==> config.mk <==
export PLATFORM = sky130hd
export DESIGN_NAME = ppu_writer
export DESIGN_NICKNAME = d
export VERILOG_FILES = /design/src/rtl/ppu_writer.sv
export SDC_FILE = /design/constraint.sdc
export NUM_CORES = 1
export LEC_CHECK = 0
export ABC_AREA = 1
export BUFFER_PORTS_ARGS = -buffer_cell sky130_fd_sc_hd__buf_2
export CAP_MARGIN = 10
export CORE_MARGIN = 3
export CORE_UTILIZATION = 60
export DETAILED_ROUTE_END_ITERATION = 12
export PLACE_DENSITY_LB_ADDON = 0.12
export SLEW_MARGIN = 5
export SYNTH_ARGS = -nofsm -noshare
export SYNTH_HDL_FRONTEND = slang
export SYNTH_SLANG_ARGS = --single-unit
==> constraint.sdc <==
create_clock -name clk -period 10.7 [get_ports clk]
set_input_delay 2.14 -clock clk [delete_from_list [all_inputs] [get_ports clk]]
set_output_delay 2.14 -clock clk [all_outputs]
set_load 0.005 [all_outputs]
==> src/rtl/ppu_writer.sv <==
// ppu_writer: buffers PPU table writes in a small command FIFO and drains
// them onto the PPU bus only during vertical blank, at most MAX_WRITES
// writes per blank, one per cycle.
module ppu_writer #(
    parameter int FIFO_DEPTH = 8,
    parameter int MAX_WRITES = 64
) (
    input  logic        clk,
    input  logic        reset,
    input  logic        cmd_valid,
    output logic        cmd_ready,
    input  logic [1:0]  cmd_region,
    input  logic [7:0]  cmd_index,
    input  logic [31:0] cmd_data,
    input  logic [9:0]  vcount,
    output logic        chipselect,
    output logic        write,
    output logic [15:0] address,
    output logic [31:0] writedata,
    output logic        busy,
    output logic        err_bad_cmd
);

    localparam int PW = (FIFO_DEPTH > 1) ? $clog2(FIFO_DEPTH) : 1;
    localparam int CW = $clog2(MAX_WRITES + 1);
    localparam int EW = 42;  // {region[1:0], index[7:0], data[31:0]}

    typedef enum logic {IDLE, BURST} state_t;

    state_t          state_reg;
    logic [EW-1:0]   mem [FIFO_DEPTH];
    logic [PW-1:0]   wr_ptr_reg;
    logic [PW-1:0]   rd_ptr_reg;
    logic [PW:0]     count_reg;
    logic [CW-1:0]   wcnt_reg;

    logic accept;
    logic illegal;
    logic push;
    logic pop;
    logic in_blank;
    logic fifo_full;
    logic fifo_empty;

    // Occupancy flags, command validation and the per-cycle pop decision.
    always_comb begin
        fifo_full  = (count_reg == (PW+1)'(FIFO_DEPTH));
        fifo_empty = (count_reg == '0);
        cmd_ready  = !fifo_full;
        accept     = cmd_valid && !fifo_full;
        // Attribute and color tables only have 16 entries; sprite has 256.
        illegal    = (cmd_region == 2'd3) ||
                     ((cmd_region != 2'd1) && (cmd_index[7:4] != 4'd0));
        push       = accept && !illegal;
        pop        = (state_reg == BURST) && !fifo_empty &&
                     (wcnt_reg < CW'(MAX_WRITES));
        in_blank   = (vcount >= 10'd480) && (vcount <= 10'd524);
        busy       = !fifo_empty || chipselect;
    end

    // Command storage: plain array written on push, read by the bus register.
    always_ff @(posedge clk) begin
        if (push) begin
            mem[wr_ptr_reg] <= {cmd_region, cmd_index, cmd_data};
        end
    end

    // FIFO pointers and occupancy; pointers wrap naturally (power-of-two depth).
    always_ff @(posedge clk) begin
        if (!reset) begin
            wr_ptr_reg <= '0;
            rd_ptr_reg <= '0;
            count_reg  <= '0;
        end else begin
            if (push) wr_ptr_reg <= wr_ptr_reg + PW'(1);
            if (pop)  rd_ptr_reg <= rd_ptr_reg + PW'(1);
            case ({push, pop})
                2'b10:   count_reg <= count_reg + (PW+1)'(1);
                2'b01:   count_reg <= count_reg - (PW+1)'(1);
                default: count_reg <= count_reg;
            endcase
        end
    end

    // Blank-tracking FSM, per-frame write budget and registered bus outputs.
    always_ff @(posedge clk) begin
        if (!reset) begin
            state_reg  <= IDLE;
            wcnt_reg   <= '0;
            chipselect <= 1'b0;
            write      <= 1'b0;
            address    <= '0;
            writedata  <= '0;
        end else begin
            chipselect <= pop;
            write      <= pop;
            if (pop) begin
                address   <= {6'b0, mem[rd_ptr_reg][41:32]};
                writedata <= mem[rd_ptr_reg][31:0];
                wcnt_reg  <= wcnt_reg + CW'(1);
            end
            case (state_reg)
                IDLE: begin
                    if (in_blank) begin
                        state_reg <= BURST;
                        wcnt_reg  <= '0;
                    end
                end
                BURST: begin
                    // A pop decided at this edge still completes its write.
                    if (vcount < 10'd480) begin
                        state_reg <= IDLE;
                    end
                end
                default: state_reg <= IDLE;
            endcase
        end
    end

    // Sticky illegal-command flag, cleared only by reset.
    always_ff @(posedge clk) begin
        if (!reset) begin
            err_bad_cmd <= 1'b0;
        end else if (accept && illegal) begin
            err_bad_cmd <= 1'b1;
        end
    end

endmodule

==> results.py <==
metrics = {
    "status": {
        "status": "completed",
    },
    "routing": {
        "wirelength_microns": 37000,
        "top_layer": "met5",
        "drc_errors": 0,
        "drt_iter0_drc": 971,
        "drtAntennaViolNets": 0,
        "wl_met1_microns": 15500,
        "avgRoutedWirePerCell_microns": 16.3,
        "drtPass1Iterations": 5,
        "num_vias": 11700,
        "routed-wl-met2_microns": 18300,
        "wl_met3_microns": 2260,
        "via_per_inst": 5.12,
    },
    "clock_tree": {
        "cts_tree": "built",
        "numCtsBuffers": 42,
        "holdBufCountCts": 0,
        "clkTransAtPathRegs_ns": 0.06,
        "cts_setup_buffers": 0,
        "clock_latency_ns": 0.53,
        "cts_resized": 0,
        "cts.root.buffer_cell": "clkbuf_16",
        "numClockSinks": 398,
        "clock_path_buffers": 3,
        "cts.htree.levels": 2,
    },
    "final_layout": {
        "reg_top3": "mem (336), writedata (32), address (10)",
        "area_delta_synth_final_pct": 11.9,
        "fin_util_pct": 68.8,
        "top_register": "mem",
        "layout_commonest_cell": "nand2_1",
        "drive_gt1_share_pct": 10.6,
        "largest_reg_flops": 336,
        "layout_common_cells": "nand2_1, inv_1, edfxtp_1, nand3_1, buf_2",
        "nets": 1923,
        "n_fill_cell": 2092,
    },
    "timing": {
        "fin_crit_sh_pct": 40.4,
        "tightest_slew_ns": 1.14,
        "setup_viol_count_final": 0,
        "slew_violations": 0,
        "skew_ns": 0.00990,
        "slew_headroom_pct": 24.2,
        "final.setup.tns_ns": 0,
        "fmax_ghz": 0.231,
        "rsz0062_at_grt": "no",
        "period_needed_ns": 4.32,
        "finalHoldViolCount": 0,
    },
    "synth": {
        "synth_top_family_by_area": "simple AND/OR/NAND/NOR gates",
        "synth-compound-area-share_pct": 1.94,
        "syn_inst": 1781,
        "syn-cell-area_sq_um": 17200,
        "yosysSeqAreaShare_pct": 65.8,
        "muxShareOfSynthArea_pct": 0,
        "yosys.area.top_type": "edfxtp_1",
        "synth_area_per_cell_sq_um": 9.67,
        "synth_top_area_share_pct": 58.6,
        "yosys-top-cells-area": "edfxtp_1, nand2_1, inv_1",
        "ys_types": 31,
        "synthAdderAreaFrac_pct": 0.436,
        "yosys.area_share.simple_pct": 19.9,
        "ys_warn_count": 0,
        "synthXorXnorAreaFrac_pct": 0.203,
        "ys_ff_latch": 398,
    },
    "placement": {
        "gp_congestion": 0.744,
        "io_buffers": 101,
        "post-dp-hpwl_microns": 20400,
    },
    "pwr": {
        "p_leak_nw": 8.79,
        "powerDensity_nw_per_um2": 172,
        "power_mw": 3.31,
        "peakVddDrop_mv": 0.131,
    },
    "grt": {
        "grt_start_max_net_pins": 105,
        "antenna_found_initial": 4,
        "grt_pass1_wl_microns": 59500,
        "grtUsageTotal_pct": 24.3,
        "first_global_vias": 11300,
        "grt_overflow_total": 0,
    },
    "floorplan": {
        "io_pins": 108,
        "num_rows": 61,
        "dieArea_sq_um": 30800,
        "die_w_microns": 175,
        "core_area_sq_um": 28000,
        "initial_core_util_pct": 61.5,
        "die-height_microns": 175,
    },
    "worst_setup_path": {
        "worst-setup-path-type": "in2reg",
        "worst_ep_required_time_ns": 10.87,
        "endpoint_kind": "flop",
        "arrival_ns": 4.49,
        "start_kind": "input port",
        "crit_fanout": 31,
        "ff2ff_path_depth": 14,
    },
    "hold_path": {
        "holdPathStages": 2,
        "hold_class": "reg2reg",
    },
    "flow_run": {
        "drv_cap": 0,
    },
}
[layout make-up]
cell class                      instances  area (sq um)  share of cell area (%)
Sequential cell                       398         11300                    58.9
Multi-Input combinational cell        894          3950                    20.5
Inverter                              407          1530                    7.94
Clock buffer                           67          1280                    6.64
Timing Repair Buffer                  119           641                    3.32
Tap cell                              378           473                    2.45
Clock inverter                         10          50.0                   0.260
Antenna cell                            3          7.51                  0.0390
[where the power goes]
part / total [mW] / switching [mW] / internal [mW]
combinational: 0.212 / 0.146 / 0.0663
clock: 1.39 / 0.570 / 0.818
sequential: 1.71 / 0.0124 / 1.70
[logic make-up after synthesis]
family                   count (synthesis)
AO/OA/AOI/OAI                           65
XOR/XNOR                                 4
adder cells (fa/ha/maj)                  6
buffers and inverters                  494
flip-flops                             398
other                                    1
AND/OR/NAND/NOR                        813
[Yosys cell counts, drive strengths merged]
cell,number
o21bai,1
o21a,1
or2,2
buf,69
edfxtp,336
nand4,2
xor2,3
nor3,6
o21ai,8
nand3b,1
nor2,34
nand3,263
ha,6
dfxtp,62
xnor2,1
nand2,505
inv,406
clkinv,1
a21oi,55
clkbuf,18
conb,1
[routing by layer]
layer | GRT usage (%) | vias to the layer above
met5 | 0 | -
met3 | 3.87 | 77
met4 | 7.15 | 4
li1 | - | 5757
met1 | 32.3 | 5471
met2 | 41.8 | 354
[through the flow]
| stage | setup slack [ns] | cell area (sq um) | hold slack (ns) | instances |
|---|---|---|---|---|
| final | 6.38 | 19300 | 0.452 | 2276 |
| after global routing | 6.23 | 19300 | 0.485 | 2275 |
| after CTS | 6.37 | 19300 | 0.456 | 2273 |
| after detailed placement | 5.83 | 17900 | 0.447 | 2196 |
| after global placement | 5.89 | 17900 | 0.440 | 2196 |
| after floorplan | 4.70 | 17200 | 0.447 | 1786 |
[worst max-delay path, cell delays in order]
cell and delay [ns]:
buf_2 0.16, nor2_1 0.13, nand3b_1 0.17, nand2_1 0.17
nand2_1 0.26, nor3_2 0.87, buf_4 0.58
[path summary, 6_finish.rpt]
path	from	end	slack, ns
worst max register to register	count_reg[2]$_SDFFE_PN0P_	count_reg[2]$_SDFFE_PN0P_	7.47
worst max-delay path	cmd_index[6]	mem[7][30]$_DFFE_PP_	6.38
worst min register to register	err_bad_cmd$_SDFFE_PN0P_	err_bad_cmd$_SDFFE_PN0P_	0.45
worst min-delay path	err_bad_cmd$_SDFFE_PN0P_	err_bad_cmd$_SDFFE_PN0P_	0.45
Note: power is estimated with default switching activity, not from simulation.
